File: config.mk
export PLATFORM = sky130hd
export DESIGN_NAME = cache_arbiter
export DESIGN_NICKNAME = d
export VERILOG_FILES = /design/src/rtl/cache_arbiter.sv
export SDC_FILE = /design/constraint.sdc
export NUM_CORES = 1
export LEC_CHECK = 0
export CORE_AREA = 3 3 553 555
export CTS_BUF_LIST = sky130_fd_sc_hd__clkbuf_8
export CTS_CLUSTER_DIAMETER = 150
export DETAILED_ROUTE_END_ITERATION = 10
export DIE_AREA = 0 0 556 558
export SLEW_MARGIN = 40
export SYNTH_ARGS = -nofsm -noshare
export SYNTH_HDL_FRONTEND = slang
export SYNTH_SLANG_ARGS = --single-unit
export TNS_END_PERCENT = 50
File: constraint.sdc
create_clock -name clk -period 2.35 [get_ports clk]
set_input_delay 0.47 -clock clk [delete_from_list [all_inputs] [get_ports clk]]
set_output_delay 0.47 -clock clk [all_outputs]
set_load 0.05 [all_outputs]
File: src/rtl/cache_arbiter.sv
// cache_arbiter: two-client (L1I read-only, L1D read/write) arbiter in front of
// the L2 request port. One transaction is granted at a time. The grant is held
// until l2_resp arrives, and the response goes back only to the granted client.
// Round-robin tie-breaking: when both clients request, the one served last loses.
module cache_arbiter #(
  parameter int s_line = 256,
  parameter int s_mask = 32
) (
  input  logic              clk,
  input  logic              rst,
  input  logic [31:0]       i_address,
  input  logic              i_read,
  output logic [s_line-1:0] i_rdata,
  output logic              i_resp,
  input  logic [31:0]       d_address,
  input  logic              d_read,
  input  logic              d_write,
  input  logic [s_line-1:0] d_wdata,
  output logic [s_line-1:0] d_rdata,
  output logic              d_resp,
  output logic [31:0]       l2_address,
  output logic              l2_read,
  output logic              l2_write,
  output logic [s_line-1:0] l2_wdata,
  output logic [s_mask-1:0] l2_byte_enable,
  input  logic [s_line-1:0] l2_rdata,
  input  logic              l2_resp
);

  typedef enum logic [1:0] {IDLE = 2'd0, SERVE_I = 2'd1, SERVE_D = 2'd2} state_t;
  typedef enum logic {GRANT_I = 1'b0, GRANT_D = 1'b1} grant_t;

  state_t state, state_nxt;
  grant_t last_grant, last_grant_nxt;

  logic d_req;
  assign d_req = d_read | d_write;

  // State and round-robin history registers
  always_ff @(posedge clk) begin
    if (rst) begin
      state      <= IDLE;
      last_grant <= GRANT_I;
    end else begin
      state      <= state_nxt;
      last_grant <= last_grant_nxt;
    end
  end

  // Next-state: arbitrate only from IDLE, so every transaction is separated
  // from the next by at least one cycle with the L2 request low.
  always_comb begin
    state_nxt      = state;
    last_grant_nxt = last_grant;
    case (state)
      IDLE: begin
        if (d_req && i_read)
          state_nxt = (last_grant == GRANT_I) ? SERVE_D : SERVE_I;
        else if (d_req)
          state_nxt = SERVE_D;
        else if (i_read)
          state_nxt = SERVE_I;
      end
      SERVE_I: begin
        if (l2_resp) begin
          state_nxt      = IDLE;
          last_grant_nxt = GRANT_I;
        end
      end
      SERVE_D: begin
        if (l2_resp) begin
          state_nxt      = IDLE;
          last_grant_nxt = GRANT_D;
        end
      end
      default: state_nxt = IDLE;
    endcase
  end

  // Output mux: everything is forced low while rst is high, so a pending
  // response in the reset cycle is discarded and nothing leaks out.
  always_comb begin
    l2_address     = '0;
    l2_read        = 1'b0;
    l2_write       = 1'b0;
    l2_wdata       = '0;
    l2_byte_enable = '0;
    i_rdata        = '0;
    i_resp         = 1'b0;
    d_rdata        = '0;
    d_resp         = 1'b0;
    if (!rst) begin
      case (state)
        SERVE_I: begin
          l2_address = i_address;
          l2_read    = 1'b1;
          if (l2_resp) begin
            i_resp  = 1'b1;
            i_rdata = l2_rdata;
          end
        end
        SERVE_D: begin
          l2_address     = d_address;
          // read+write together is treated as a write
          l2_read        = d_read & ~d_write;
          l2_write       = d_write;
          l2_wdata       = d_wdata;
          l2_byte_enable = '1;
          if (l2_resp) begin
            d_resp  = 1'b1;
            d_rdata = l2_rdata;
          end
        end
        default: ;
      endcase
    end
  end

  // A D-cache request must never be both read and write.
  a_d_rw_excl: assert property (@(posedge clk) disable iff (rst) !(d_read && d_write));

endmodule

==> results.cfg <==
[floorplanning]
die_h_um = 558
io_pins = 1418
die_w_um = 556
core_sq_mm = 0.3020
fp.dieArea_sq_mm = 0.3102
fp-row-count = 202
start_util_pct = 2.137

[logic_synthesis]
synth_cells = 994
yosys-mux-area-fraction_pct = 0
synth_top_area_share_pct = 74.54
synth-adder-area-share_pct = 0.7755
synth_cell_type_count = 23
synth_common_cells = and2_1 (769), buf_6 (54), nor2_1 (35)
synth_compound_area_share_pct = 4.498
yosysWarnings = 0
synth_top_area_cell = and2_1
yosys-top-cells-area = and2_1 (75%), buf_6 (9.4%), a22oi_1 (3.8%), buf_4 (3.8%), nor2_1 (2.0%)
ys_seq_elements = 3
synth.most_common_cell = and2_1
syn_area_sq_mm = 0.006454
synth_top_family_by_area = simple AND/OR/NAND/NOR gates
synth-simple-area-share_pct = 77.74
ys.flop_type = dfxtp_1
synth_xor_xnor_area_share_pct = 0
synth.net_count = 1580
syn_area_per_cell_sq_um = 6.493
async_reset_ff_share_pct = 0
synth_seq_area_share_pct = 0.9306
synth_edf_count = 0

[layout]
synthToLayoutAreaGrowth_pct = 473.9
fin_area_sq_mm = 0.03704
seq_area_sq_um = 67.56
drive_gt1_share_pct = 59.09
multi_input_area_sq_mm = 0.006581
num-nets-final = 3014
fillCellCount = 34052

[timing]
fin_crit_sh_pct = 104.1
maxSlewViolCount = 0
fmax_ghz = 0.4090
setup_slack_ns = -0.09528
finalSetupViolCount = 448
holdWs_ns = 0.5086
worst_pin_slew_ns = 0.8057
slew_headroom_pct = 46.20
clock_skew_ns = 0.002395
finalHoldViolCount = 0
grt_setup_unrepaired = true
min_period_ns = 2.445

[power]
internal_power_w = 0.003784
p_leak_nw = 13.43
p_sw_w = 0.004606
swShare_pct = 54.90
irDropWorstVdd_uv = 184.6
pwr-share-clk_pct = 1.8
combPwrFrac_pct = 97.4
power.density_mw_per_mm2 = 226.5
seqPwrFrac_pct = 0.8

[route]
remaining_drc_errors = 0
drtIter0Drc = 720
antenna_left = 0
vias = 14924
wire_per_inst_um = 38.17
firstDrtPassIters = 5
vias_per_cell = 2.303
wl_mm = 247.3

[place]
placed_area_sq_mm = 0.03389
portBuffers = 1417
place.gp.congestion = 0.8515
hpwl_mm = 227.9
dp_slack_ns = -0.5564

[worst_setup_path]
start_kind = flip-flop
critical_path_class = reg2out
crit_fanout = 8
endpoint_kind = output pin
arrival_ns = 1.98
cp.required_ns = 1.88

[min_path]
hold_path_class = in2reg

[global_routing]
antenna_found_initial = 358
grt_pass1_vias = 13558
gr-usage-all-layers_pct = 14.80
grt_pass1_wl_mm = 269.9
grt.overflow.total = 0
grt_max_degree = 49

[clock_tree]
clock_latency_ns = 0.22
htreeDepth = 1
clock-root-buffer = clkbuf_8
clockBufferDepth = 2
cts_buffers = 3
tritoncts = done
cts.sinks = 3
cts.reportedPaths.clkPinSlew_ns = 0.04

[outcome]
outcome = finished, violations left
violations = negative setup slack

[flow_run]
maxCapViolations = 0
==> final cells by class <==
type / count / share of cell area, %
Clock buffer: 3 / 0.1115
Timing Repair Buffer: 1558 / 67.94
Clock inverter: 1 / 0.01013
Multi-Input combinational cell: 859 / 17.77
Sequential cell: 3 / 0.1824
Inverter: 3 / 0.04391
Antenna cell: 75 / 0.5067
Tap cell: 3978 / 13.44
==> path summary, 6_finish.rpt <==
check / slack (ns) / cells after the start / to / startpoint
min: 0.51 / 2 / last_grant$_SDFFE_PP0P_ / rst
max reg2reg: 0.92 / 6 / state[0]$_SDFFE_PP0P_ / state[0]$_SDFFE_PP0P_
max: -0.1 / 9 / d_rdata[163] / state[0]$_SDFFE_PP0P_
min reg2reg: 0.54 / 2 / state[0]$_SDFFE_PP0P_ / state[0]$_SDFFE_PP0P_
==> cells by family after synthesis <==
family | count (synthesis)
simple gates | 815
flops | 3
compound gates | 40
fa+ha+maj | 4
buf+inv | 132
==> state kept, by name, indices dropped and copies added (netlist names) <==
register / count
state: 2
last_grant: 1
==> metal layers <==
layer / up-vias / wire (um) / global-route usage [%] / part of all wire [%]
met1: 6731 / 89410 / 16.21 / 36
met5: - / 1422 / 0 / 0.57
met3: 545 / 38810 / 10.32 / 16
li1: 5955 / - / - / -
met4: 222 / 7213 / 3.231 / 2.9
met2: 1471 / 110500 / 23.30 / 45
==> through the flow <==
| stage | util [%] | total power [W] | cells | setup TNS, ns |
|---|---|---|---|---|
| finish | 12.26 | 0.008390 | 6480 | -13.44 |
| global route | 12.24 | 0.008673 | 6448 | -41.52 |
| CTS | 11.56 | 0.008095 | 6357 | -35.69 |
| detailed placement | 11.22 | 0.007685 | 6328 | -271.71 |
| global placement | 11.22 | 0.007684 | 6328 | -282.84 |
| floorplan | - | 0.002651 | 994 | 0 |
==> timing repair <==
item,in CTS,in global routing
resized for setup,211,345
setup buffers,16,8
hold buffers,0,0
cloned,9,44
pin swaps,11,48
setup endpoints to repair,835,688
==> power by group through the flow <==
stage,logic (W),clock network [W],registers [W]
after floorplan,0.00259,0,0.0000638
after global placement,0.00762,0,0.0000651
after detailed placement,0.00762,0,0.0000656
after CTS,0.00788,0.000150,0.0000679
after global routing,0.00844,0.000159,0.0000722
final,0.00817,0.000149,0.0000712
==> cell usage in the layout, fill, tap and decap left out, types with 3 or more instances in the layout <==
master,Yosys,final
clkdlybuf4s50_1,0,577
buf_6,54,12
and2_1,769,342
clkbuf_16,0,31
and2_4,0,425
a22oi_1,33,31
ha_4,0,4
buf_8,0,14
diode_2,0,75
nor2_4,0,10
buf_12,0,874
buf_16,0,18
clkbuf_8,0,3
buf_4,33,26
nor2_1,35,24
==> critical path, cell delays in order (launching register included) <==
cell and delay (ns):
dfxtp_4 0.36, inv_4 0.07, ha_4 0.13, and3b_4 0.22, buf_12 0.14, buf_16 0.15
buf_12 0.16, buf_16 0.16, and2_4 0.16, buf_12 0.15
(Power assumes the default switching activity.)
